[src/rtl/ab_mon_pkg.sv]
// Shared types and helpers for the A-implies-eventually-B monitor:
// channel state encoding, population count and saturating counter update.
package ab_mon_pkg;

   typedef enum logic {
      ST_IDLE = 1'b0,
      ST_WAIT = 1'b1
   } state_t;

   localparam int unsigned MAX_CH = 32;
   localparam int unsigned INC_W  = 6;   // clog2(MAX_CH + 1)
   localparam int unsigned SUM_W  = 64;

   // Elapsed-counter width: enough to hold MAX_WAIT, never narrower than one bit.
   function automatic int unsigned el_width(input int unsigned max_wait);
      int unsigned w;
      w = (max_wait == 0) ? 1 : $clog2(max_wait + 1);
      return (w < 1) ? 1 : w;
   endfunction

   function automatic logic [INC_W-1:0] popcount(input logic [MAX_CH-1:0] v);
      logic [INC_W-1:0] n;
      n = '0;
      for (int unsigned i = 0; i < MAX_CH; i++) begin
         n = n + INC_W'(v[i]);
      end
      return n;
   endfunction

   // Adds inc to cur and clamps the result at 2^w - 1.
   function automatic logic [SUM_W-1:0] sat_add(input logic [SUM_W-1:0] cur,
                                                input logic [INC_W-1:0] inc,
                                                input int unsigned      w);
      logic [SUM_W-1:0] lim;
      logic [SUM_W-1:0] sum;
      lim = (SUM_W'(1) << w) - SUM_W'(1);
      sum = cur + SUM_W'(inc);
      return (sum > lim) ? lim : sum;
   endfunction

endpackage

[src/rtl/ab_mon_chan.sv]
// One monitored A/B channel: tracks the oldest open obligation and issues
// registered pass/fail pulses; next-cycle pulses are exported for the counters.
module ab_mon_chan
   import ab_mon_pkg::*;
#(
   parameter int unsigned MAX_WAIT = 8
) (
   input  logic clk,
   input  logic rst,
   input  logic en,
   input  logic a,
   input  logic b,
   input  logic eot,
   output logic pend,
   output logic pass_p,
   output logic fail_p,
   output logic pass_d,
   output logic fail_d
);

   localparam int unsigned      EL_W   = el_width(MAX_WAIT);
   localparam logic [EL_W-1:0]  EL_LIM = EL_W'(MAX_WAIT);
   localparam logic             TIMED  = (MAX_WAIT != 0);

   state_t          state;
   state_t          state_d;
   logic [EL_W-1:0] el;
   logic [EL_W-1:0] el_d;

   always_comb begin
      state_d = state;
      el_d    = el;
      pass_d  = 1'b0;
      fail_d  = 1'b0;
      if (!en) begin
         state_d = ST_IDLE;
         el_d    = '0;
      end else begin
         case (state)
            ST_IDLE: begin
               if (a) begin
                  state_d = ST_WAIT;
                  el_d    = '0;
               end
            end
            ST_WAIT: begin
               // B wins over flush and timeout; a same-edge A opens a fresh obligation.
               if (b) begin
                  pass_d  = 1'b1;
                  state_d = a ? ST_WAIT : ST_IDLE;
                  el_d    = '0;
               end else if (eot) begin
                  fail_d  = 1'b1;
                  state_d = ST_IDLE;
                  el_d    = '0;
               end else if (TIMED && (el + EL_W'(1) == EL_LIM)) begin
                  fail_d  = 1'b1;
                  state_d = a ? ST_WAIT : ST_IDLE;
                  el_d    = '0;
               end else if (el != '1) begin
                  el_d = el + EL_W'(1);
               end
            end
            default: begin
               state_d = ST_IDLE;
               el_d    = '0;
            end
         endcase
      end
   end

   always_ff @(posedge clk or negedge rst) begin
      if (!rst) begin
         state  <= ST_IDLE;
         el     <= '0;
         pass_p <= 1'b0;
         fail_p <= 1'b0;
      end else begin
         state  <= state_d;
         el     <= el_d;
         pass_p <= pass_d;
         fail_p <= fail_d;
      end
   end

   assign pend = (state == ST_WAIT);

endmodule

[src/rtl/ab_eventually_monitor.sv]
// Multi-channel "A implies eventually B" liveness monitor with optional
// deadline, end-of-test flush, saturating verdict counters and sticky error.
module ab_eventually_monitor
   import ab_mon_pkg::*;
#(
   parameter int unsigned N_CH     = 4,
   parameter int unsigned MAX_WAIT = 8,
   parameter int unsigned CNT_W    = 16
) (
   input  logic             clk,
   input  logic             rst,
   input  logic             en,
   input  logic [N_CH-1:0]  a,
   input  logic [N_CH-1:0]  b,
   input  logic             eot,
   output logic [N_CH-1:0]  pend,
   output logic [N_CH-1:0]  pass_p,
   output logic [N_CH-1:0]  fail_p,
   output logic [CNT_W-1:0] pass_cnt,
   output logic [CNT_W-1:0] fail_cnt,
   output logic             err_sticky
);

   logic [N_CH-1:0]  pass_d;
   logic [N_CH-1:0]  fail_d;
   logic [SUM_W-1:0] pass_sum;
   logic [SUM_W-1:0] fail_sum;

   for (genvar g = 0; g < N_CH; g++) begin : g_chan
      ab_mon_chan #(
         .MAX_WAIT(MAX_WAIT)
      ) u_chan (
         .clk   (clk),
         .rst   (rst),
         .en    (en),
         .a     (a[g]),
         .b     (b[g]),
         .eot   (eot),
         .pend  (pend[g]),
         .pass_p(pass_p[g]),
         .fail_p(fail_p[g]),
         .pass_d(pass_d[g]),
         .fail_d(fail_d[g])
      );
   end

   // Counting next-cycle pulses keeps the counters aligned with the visible pulses.
   always_comb begin
      pass_sum = sat_add(SUM_W'(pass_cnt), popcount(MAX_CH'(pass_d)), CNT_W);
      fail_sum = sat_add(SUM_W'(fail_cnt), popcount(MAX_CH'(fail_d)), CNT_W);
   end

   always_ff @(posedge clk or negedge rst) begin
      if (!rst) begin
         pass_cnt   <= '0;
         fail_cnt   <= '0;
         err_sticky <= 1'b0;
      end else begin
         pass_cnt   <= CNT_W'(pass_sum);
         fail_cnt   <= CNT_W'(fail_sum);
         err_sticky <= err_sticky | (|fail_d);
      end
   end

endmodule
[config.mk]
export PLATFORM = sky130hd
export DESIGN_NAME = ab_eventually_monitor
export DESIGN_NICKNAME = d
export VERILOG_FILES = /design/src/rtl/ab_mon_pkg.sv /design/src/rtl/ab_mon_chan.sv /design/src/rtl/ab_eventually_monitor.sv
export SDC_FILE = /design/constraint.sdc
export NUM_CORES = 1
export LEC_CHECK = 0
export ABC_AREA = 1
export ABC_CLOCK_PERIOD_IN_PS = 3310
export CORE_UTILIZATION = 50
export CTS_CLUSTER_DIAMETER = 60
export CTS_CLUSTER_SIZE = 24
export DETAILED_ROUTE_END_ITERATION = 10
export PLACE_DENSITY_LB_ADDON = 0.08
export SLEW_MARGIN = 40
export SYNTH_ARGS = -nofsm -noshare
export SYNTH_HDL_FRONTEND = slang
export SYNTH_SLANG_ARGS = --single-unit
[constraint.sdc]
create_clock -name clk -period 3.31 [get_ports clk]
set_clock_uncertainty 0.1 [all_clocks]
set_input_delay 0.4965 -clock clk [delete_from_list [all_inputs] [get_ports clk]]
set_output_delay 0.4965 -clock clk [all_outputs]
set_load 0.02 [all_outputs]
==> impl_metrics.tcl, run 1 <==
set metrics [dict create \
    netlist_area_um2 3351 \
    relSlewSlack 0.5935 \
    antenna_found_initial 0 \
    final_max_slew_viol_count 0 \
    p_leak_nw 2.215 \
    gp_congestion 0.7899 \
    crit_start "b[0]" \
    synth_top_area_cell "dfrtp_1" \
    drc_errors 12 \
    yosysSeqAreaShare 0.4556 \
    max-cap-violations 0 \
    synth.most_common_cell "nand2_1" \
    synth_area_leaders "dfrtp_1 46%, nand2_1 12%, inv_1 5.8%, nand3_1 5.7%, nor2_1 4.5%" \
    die_y_um 83.86 \
    setup_viol 0 \
    synth_nets 442 \
    drt_iter0_markers 165 \
    syn_inst 418 \
    synthTopCellsByCount "109 x nand2_1, 61 x dfrtp_1, 52 x inv_1, 40 x nor2_1, 38 x nand3_1" \
    ys_types 28 \
    grt_pass1_vias 2938 \
    cp_max_fo 7 \
    cts_root_buffer "clkbuf_8" \
    cts_max_level 3 \
    path_class "input port to flop" \
    ys_ff_latch 61 \
    violations "DRC" \
    overflow 0 \
    routed_wl_mm 7.472 \
    ff2ff_setup_slack_ns 0.22 \
    port_buffers 56 \
    initial_core_util 0.5217 \
    insertion_delay_ns 0.33 \
    p_total_w 0.002076 \
    rsz0062_at_grt "true" \
    rows 29 \
    status "finished, violations left" \
    r2r_start "g_chan[0].u_chan.el[1]" \
    area_delta_synth_final_pct 30.17 \
    cts_buffer_depth 2 \
    rr_worst_depth 21 \
    cp-start-kind "input port" \
    post_drt_via_cell_ratio 5.028 \
    final_net_count 523 \
    max_freq_mhz 316.4 \
    antenna_cells 0 \
    synthFlopType "dfrtp_1" \
    drive_gt1_frac 0.1687 \
    routed-via-count 2921 \
    ant_nets 0 \
    worst_pin_slew_ns 0.6097 \
    yosys_warnings 0 \
    max-vdd-ir-drop_uv 393.5 \
    die-area_um2 7033 \
    cp.required_ns 3.48 \
    avgRoutedWirePerCell_um 12.86 \
    arrival_ns 3.33 \
    grt_max_degree 49 \
    die_w_um 83.86 \
    hold_violations 0 \
    powerDensity_nw_per_um2 476.0 \
    grt_pass1_wl_mm 12.85 \
    synth_edf_count 0 \
    hp-class "input port to asynchronous set/reset pin" \
    hpwlAfterDp_mm 5.382 \
    tritoncts_num_sinks 61 \
    crit_end "pass_cnt[10]" \
    async_flop_share 1.000 \
    ctsHoldBuffers 0 \
    avgSynthCellArea_um2 8.016 \
    grtUsageTotal 0.2313 \
    first_pass_iters 8 \
    cts-buffers-inserted 9 \
    clk_pin_slew_ns 0.06 \
    final.period_utilization 0.9550 \
    endpoint_kind "flop" \
    cts_tree "built" \
    core-area_um2 6422 \
    io_pins 57 \
    layout_min_cycle_time_ns 3.161 \
    synth_top_area_frac 0.4556 \
    r2r-end "fail_cnt[12]" \
    tns_ns 0 \
]
-- placed cells by master, fill, tap and decap left out, drive strengths merged --
cell type        n
xnor2            4
or2              1
nor2            48
ha               6
clkbuf          15
a31oi            3
fa               6
nand3           39
buf             30
clkdlybuf4s50   54
o21ai           17
dlymetal6s2s     1
nor3            16
nand2          110
nand4            9
xor2            11
o21bai           1
dfrtp           61
clkinv           1
a21oi            7
nand3b           2
inv             62
-- cell families after synthesis --
group	count (synthesis)	share of synthesized area
flops	61	0.4556
compound gates	28	0.04593
buf+inv	78	0.1049
xor+xnor	15	0.03921
simple gates	224	0.2961
fa+ha+maj	12	0.05825
-- flip-flops by register name (all words and copies together), names as in the netlist --
name	flops
g_chan.u_chan.el	16
fail_cnt	16
g_chan.u_chan.pend	4
g_chan.u_chan.fail_p	4
pass_cnt	16
g_chan.u_chan.pass_p	4
err_sticky	1
-- per-stage QoR --
stage,util,instances,instance area (um^2),hold WS [ns],setup slack [ns]
detailed placement,0.6378,563,4096,0.4135,-0.2659
global placement,0.6374,563,4094,0.3891,-0.1934
finish,0.6791,581,4362,0.07146,0.1491
global route,0.6791,581,4362,0.1164,-0.008209
floorplan,-,418,3351,0.1009,0.2958
CTS,0.6645,579,4268,0.08827,0.007117
-- worst max-delay path, cell delays in order --
cell and delay (ns):
clkdlybuf4s50_1 0.43, buf_4 0.14, nand2_1 0.06, nor2_1 0.08, fa_1 0.50, inv_1 0.06, fa_1 0.42, inv_1 0.09
fa_1 0.19, nand2_1 0.10, nor2_4 0.11, nand2_2 0.07, nor2_4 0.20, nand4_2 0.23, nand2_1 0.14
-- worst min path at each step --
stage | from | to | slack, ns | cells after the start
global placement | g_chan[2].u_chan.el[1] | g_chan[2].u_chan.el[1] | 0.39 | 2
detailed placement | g_chan[2].u_chan.el[2] | g_chan[2].u_chan.el[2] | 0.41 | 2
floorplan | rst | err_sticky | 0.10 | 0
CTS | rst | g_chan[3].u_chan.el[0] | 0.09 | 1
global route | rst | g_chan[3].u_chan.el[0] | 0.12 | 1
finish | rst | g_chan[3].u_chan.el[3] | 0.07 | 1
-- where the power goes --
part           total (W)  internal (W)  switching [W]
Clock           0.000593      0.000313       0.000280
Combinational   0.000556      0.000256       0.000300
Sequential      0.000927      0.000830      0.0000971
-- metal layers --
metal | part of all wire | vias up | track usage
li1 | - | 1471 | -
met1 | 0.46 | 1371 | 0.2855
met2 | 0.47 | 65 | 0.3838
met3 | 0.051 | 14 | 0.04847
met4 | 0.018 | 0 | 0.1176
met5 | 0 | - | 0
-- layout make-up --
cell class | count | area, um^2
Sequential cell | 61 | 1526
Inverter | 62 | 232.7
Clock inverter | 1 | 5.005
Clock buffer | 15 | 166.4
Timing Repair Buffer | 85 | 778.2
Fill cell | 555 | 2061
Tap cell | 77 | 96.34
Multi-Input combinational cell | 280 | 1556
-- timing repair --
action / CTS / global route
gates resized for setup: 0 / 23
setup buffers: 0 / 1
endpoints found under the setup margin: 0 / 22
Note: power is estimated with default switching activity, not from simulation.
==> inputs of run 2 (changes only) <==
--- a/config.mk
+++ b/config.mk
@@ -11,7 +11,7 @@
 export CTS_CLUSTER_DIAMETER = 60
 export CTS_CLUSTER_SIZE = 24
 export DETAILED_ROUTE_END_ITERATION = 10
-export PLACE_DENSITY_LB_ADDON = 0.08
+export PLACE_DENSITY = 0.79
 export SLEW_MARGIN = 40
 export SYNTH_ARGS = -nofsm -noshare
 export SYNTH_HDL_FRONTEND = slang
==> constraint.sdc (replaced) <==
create_clock -name clk -period 3.31 [get_ports clk]
set_clock_uncertainty 0.1 [all_clocks]
set_input_delay 0.4965 -clock clk [delete_from_list [all_inputs] [get_ports clk]]
set_output_delay 0.4965 -clock clk [all_outputs]
set_load 0.1 [all_outputs]
==> impl_metrics.tcl, run 2 (synthesized netlist as in run 1, its figures left out) <==
set metrics [dict create \
    port_buffers 56 \
    powerDensity_nw_per_um2 631.6 \
    switching_share 0.4520 \
    area_delta_synth_final_pct 26.89 \
    r2r_start "g_chan[0].u_chan.el[0]" \
    clkPwrFrac 0.271 \
    avgRoutedWirePerCell_um 12.32 \
    p_total_w 0.002685 \
    gp_congestion 0.8056 \
    cts-buffers-inserted 9 \
    final_max_slew_viol_count 0 \
    crit_family "adder cells" \
    routed_wl_mm 7.184 \
    endpoint_kind "flop" \
    drc_errors 14 \
    tritoncts_num_sinks 61 \
    setup_viol 0 \
    rows 29 \
    slowest_delay_ns 0.50 \
    violations "DRC" \
    reg_top3 "fail_cnt: 16 flops, g_chan.u_chan.el: 16 flops, pass_cnt: 16 flops" \
    path_cells "buf_4 > nand3_1 > nand2_1 > nand3_2 > nand2_1 > nand2_1 > inv_1 > fa_1 > inv_1 > fa_1 > inv_2 > fa_2 > nand2_1 > inv_2 > nand3_4 > nor2_4 > inv_2 > nor2_4 > nand2_1 > nand2_1 > nand2_1" \
    post_drt_via_cell_ratio 4.957 \
    antenna_cells 0 \
    die_w_um 83.86 \
    drive_gt1_frac 0.2510 \
    fin_util 0.6620 \
    grt_pass1_wl_mm 11.85 \
    io_pins 57 \
    final.period_utilization 0.9597 \
    stdcell_count 583 \
    routed-via-count 2890 \
    critPathBufInv 6 \
    max-cap-violations 0 \
    overflow 0 \
    grtUsageTotal 0.2113 \
    status "finished, violations left" \
    final_net_count 525 \
    max-vdd-ir-drop_uv 498.1 \
    ff2ff_setup_slack_ns 0.13 \
    hold_violations 0 \
    cts_max_level 3 \
    cp.depth 21 \
    cts_root_buffer "clkbuf_8" \
    cp_slowest_cell "fa_1" \
    max_freq_mhz 314.8 \
    combPwrFrac 0.383 \
    crit_start "g_chan[0].u_chan.el[0]" \
    die-area_um2 7033 \
    dpl.cell_count 563 \
    grt_pass1_vias 2800 \
    rsz0062_at_grt "true" \
    cts_tree "built" \
    hpwlAfterDp_mm 5.363 \
    cellInternalPower_w 0.001472 \
    ant_nets 0 \
    final_cell_mix "108 x nand2_1, 68 x buf_4, 61 x dfrtp_1, 49 x inv_1, 40 x nor2_1" \
    p_sw_w 0.001214 \
    relSlewSlack 0.5424 \
    hp-class "input port to asynchronous set/reset pin" \
    core-area_um2 6422 \
    final_common_cell "nand2_1" \
    grt_max_degree 32 \
    antenna_found_initial 0 \
    cp-start-kind "flop" \
    die_y_um 83.86 \
    worst_pin_slew_ns 0.6864 \
    timing.hold.ws_ns 0.09304 \
    cp.required_ns 3.44 \
    tns_ns 0 \
    r2r-end "fail_cnt[12]" \
    layout_min_cycle_time_ns 3.177 \
    clk_pin_slew_ns 0.07 \
    insertion_delay_ns 0.34 \
    p_leak_nw 2.276 \
    cp_common_cell "nand2_1" \
    cp_max_fo 3 \
    rr_worst_depth 21 \
    initial_core_util 0.5217 \
    drt_iter0_markers 118 \
    first_pass_iters 7 \
    path_class "flop to flop" \
    arrival_ns 3.30 \
    sequentialPowerShare 0.347 \
    cts_buffer_depth 2 \
]
## run 2: worst max-delay path by stage
stage,endpoint,slack (ns)
after CTS,fail_cnt[14],0.04
after global placement,pass_cnt[6],-0.17
final,fail_cnt[12],0.13
after floorplan,fail_cnt[12],0.19
after global routing,fail_cnt[12],-0.07
after detailed placement,pass_cnt[6],-0.25
## run 2: power groups by stage
| stage | registers, W | clock network [W] | logic [W] |
|---|---|---|---|
| 2_1_floorplan | 0.00148 | 0 | 0.000239 |
| 3_3_place_gp | 0.000942 | 0 | 0.00102 |
| 3_5_place_dp | 0.000940 | 0 | 0.00102 |
| 4_1_cts | 0.000930 | 0.000739 | 0.00103 |
| 5_1_grt | 0.000947 | 0.000776 | 0.00108 |
| 6_report | 0.000931 | 0.000727 | 0.00103 |
## run 2: cell type report
cell class / count / area, um^2
fillers: 531 / 2171
well taps: 77 / 96.34
clock buffers: 10 / 127.6
repair buffers: 88 / 660.6
flip-flops and latches: 61 / 1526
clock inverters: 6 / 87.58
multi-input cells: 279 / 1520
inverters: 62 / 232.7
## run 2: repair_timing
item,in CTS,in global routing
endpoints found under the setup margin,0,17
hold buffers,0,0
gates resized for setup,0,14
buffers inserted,0,4
## run 2: worst register-to-register path: cells and delay by family, from the launching register on
| family | cells | cell delay (ns) |
|---|---|---|
| adder cells (fa/ha/maj) | 3 | 1.06 |
| buffers and inverters | 6 | 0.51 |
| flip-flops | 1 | 0.41 |
| AND/OR/NAND/NOR | 12 | 1.02 |
## run 2: routing by layer
layer  vias up  share of wire  global-route usage
li1       1470              -                   -
met1      1346           0.48              0.2684
met2        61           0.46              0.3502
met3        13          0.045             0.04253
met4         0          0.017             0.09248
met5         -              0                   0
## run 2: metrics by stage
step / area [um^2] / worst slack (ns)
3_3_place_gp: 4004 / -0.1734
4_1_cts: 4174 / 0.03897
5_1_grt: 4252 / -0.07152
2_1_floorplan: 3351 / 0.1869
3_5_place_dp: 3959 / -0.2512
6_report: 4252 / 0.1333
==> inputs of run 3 (changes only) <==
--- a/config.mk
+++ b/config.mk
@@ -12,6 +12,7 @@
 export CTS_CLUSTER_SIZE = 24
 export DETAILED_ROUTE_END_ITERATION = 10
 export PLACE_DENSITY = 0.79
+export SETUP_SLACK_MARGIN = 0.5
 export SLEW_MARGIN = 40
 export SYNTH_ARGS = -nofsm -noshare
 export SYNTH_HDL_FRONTEND = slang
==> impl_metrics.tcl, run 3 (synthesized netlist as in run 1, its figures left out) <==
set metrics [dict create \
    final_max_slew_viol_count 0 \
    arrival_ns 3.23 \
    avgRoutedWirePerCell_um 13.58 \
    p_leak_nw 2.390 \
    cts_max_level 3 \
    fin_area_um2 4488 \
    grt_pass1_wl_mm 13.52 \
    cts_root_buffer "clkbuf_8" \
    hold_violations 0 \
    reg_top3 "fail_cnt: 16 flops, g_chan.u_chan.el: 16 flops, pass_cnt: 16 flops" \
    post_drt_via_cell_ratio 5.113 \
    setup_viol 0 \
    dpl.cell_count 559 \
    drt_iter0_markers 154 \
    tritoncts_num_sinks 61 \
    status "finished, violations left" \
    grt_pass1_vias 3029 \
    initial_core_util 0.5217 \
    grtUsageTotal 0.2453 \
    routed_wl_mm 8.042 \
    max-cap-violations 0 \
    final.period_utilization 0.9378 \
    drc_errors 10 \
    hpwlAfterDp_mm 5.587 \
    drive_gt1_frac 0.3417 \
    timing.hold.ws_ns 0.01753 \
    slowest_delay_ns 0.52 \
    cp_max_fo 4 \
    antenna_found_initial 0 \
    insertion_delay_ns 0.34 \
    critPathBufInv 6 \
    io_pins 57 \
    max-vdd-ir-drop_uv 561.5 \
    clk_pin_slew_ns 0.07 \
    port_buffers 56 \
    antenna_cells 0 \
    die_y_um 83.86 \
    cp.required_ns 3.43 \
    die-area_um2 7033 \
    path_class "flop to flop" \
    crit_start "g_chan[0].u_chan.el[0]" \
    area_delta_synth_final_pct 33.94 \
    overflow 0 \
    final_cell_mix "95 x nand2_1, 73 x buf_4, 59 x dfrtp_1, 42 x inv_1, 38 x nor2_1" \
    crit_family "adder cells" \
    cts_tree "built" \
    die_w_um 83.86 \
    path_cells "ha_2 > nand2_2 > inv_2 > nand3_4 > nand2_2 > nand2_2 > inv_2 > fa_1 > inv_2 > fa_2 > inv_2 > fa_2 > nand2_2 > inv_2 > nand3_4 > nor2_4 > buf_6 > xor2_1 > nand2_1" \
    relSlewSlack 0.5739 \
    cp_common_cell "inv_2" \
    grt_max_degree 24 \
    pre_cts_ws_ns -0.2744 \
    final_net_count 534 \
    first_pass_iters 7 \
    tns_ns 0 \
    max_freq_mhz 322.2 \
    r2r_start "g_chan[0].u_chan.el[0]" \
    core-area_um2 6422 \
    placed_area_um2 4016 \
    rows 29 \
    ant_nets 0 \
    setup_ws_ns 0.2060 \
    worst_pin_slew_ns 0.6368 \
    gp_congestion 0.8027 \
    rsz0062_at_grt "true" \
    cts-buffers-inserted 9 \
    hp-class "input port to asynchronous set/reset pin" \
    final_common_cell "nand2_1" \
    violations "DRC" \
    cp_slowest_cell "fa_1" \
    routed-via-count 3027 \
    endpoint_kind "flop" \
    layout_min_cycle_time_ns 3.104 \
    stdcell_count 592 \
    powerDensity_nw_per_um2 611.9 \
    cts_buffer_depth 2 \
    cp-start-kind "flop" \
]
-- run 3: final cells by class --
cell class	instances	area, um^2
timing repair buffer	95	708.2
inverter	62	240.2
fill	535	1934
sequential	61	1529
clock inverter	4	70.07
multi-input combinational	281	1689
clock buffer	12	155.1
tap	77	96.34
-- run 3: through the flow --
step,util,total power [W]
finish,0.6988,0.002746
global route,0.6988,0.002870
CTS,0.6823,0.002752
detailed placement,0.6254,0.001983
global placement,0.6332,0.001971
floorplan,-,0.001738
-- run 3: final timing paths --
kind,cells past startpoint,to,slack (ns)
max,19,fail_cnt[8],0.21
min,1,pass_cnt[0],0.02
max reg2reg,19,fail_cnt[8],0.21
min reg2reg,2,g_chan[2].u_chan.el[2],0.44
max in group asynchronous,2,fail_cnt[0],2.38
min in group clk,3,g_chan[0].u_chan.pass_p,0.41
-- run 3: report_power, final --
part / total [W] / internal, W / switching [W]
logic: 0.00105 / 0.000232 / 0.000822
registers: 0.000939 / 0.000832 / 0.000106
clock network: 0.000754 / 0.000463 / 0.000291
-- run 3: routing by layer --
metal  share of wire  routed length [um]  vias up  track usage
met4           0.019                 155        0      0.09248
met2            0.48                3830       87       0.3964
met5               0                   0        -            0
met1            0.45                3652     1428       0.3169
met3           0.050                 403       14      0.06429
li1                -                   -     1498            -
-- run 3: what timing repair did --
item / CTS / global route
resized for setup: 18 / 24
pin swaps: 16 / 18
buffers inserted: 10 / 5
cloned: 1 / 1
hold buffers: 0 / 0
endpoints found under the setup margin: 32 / 32
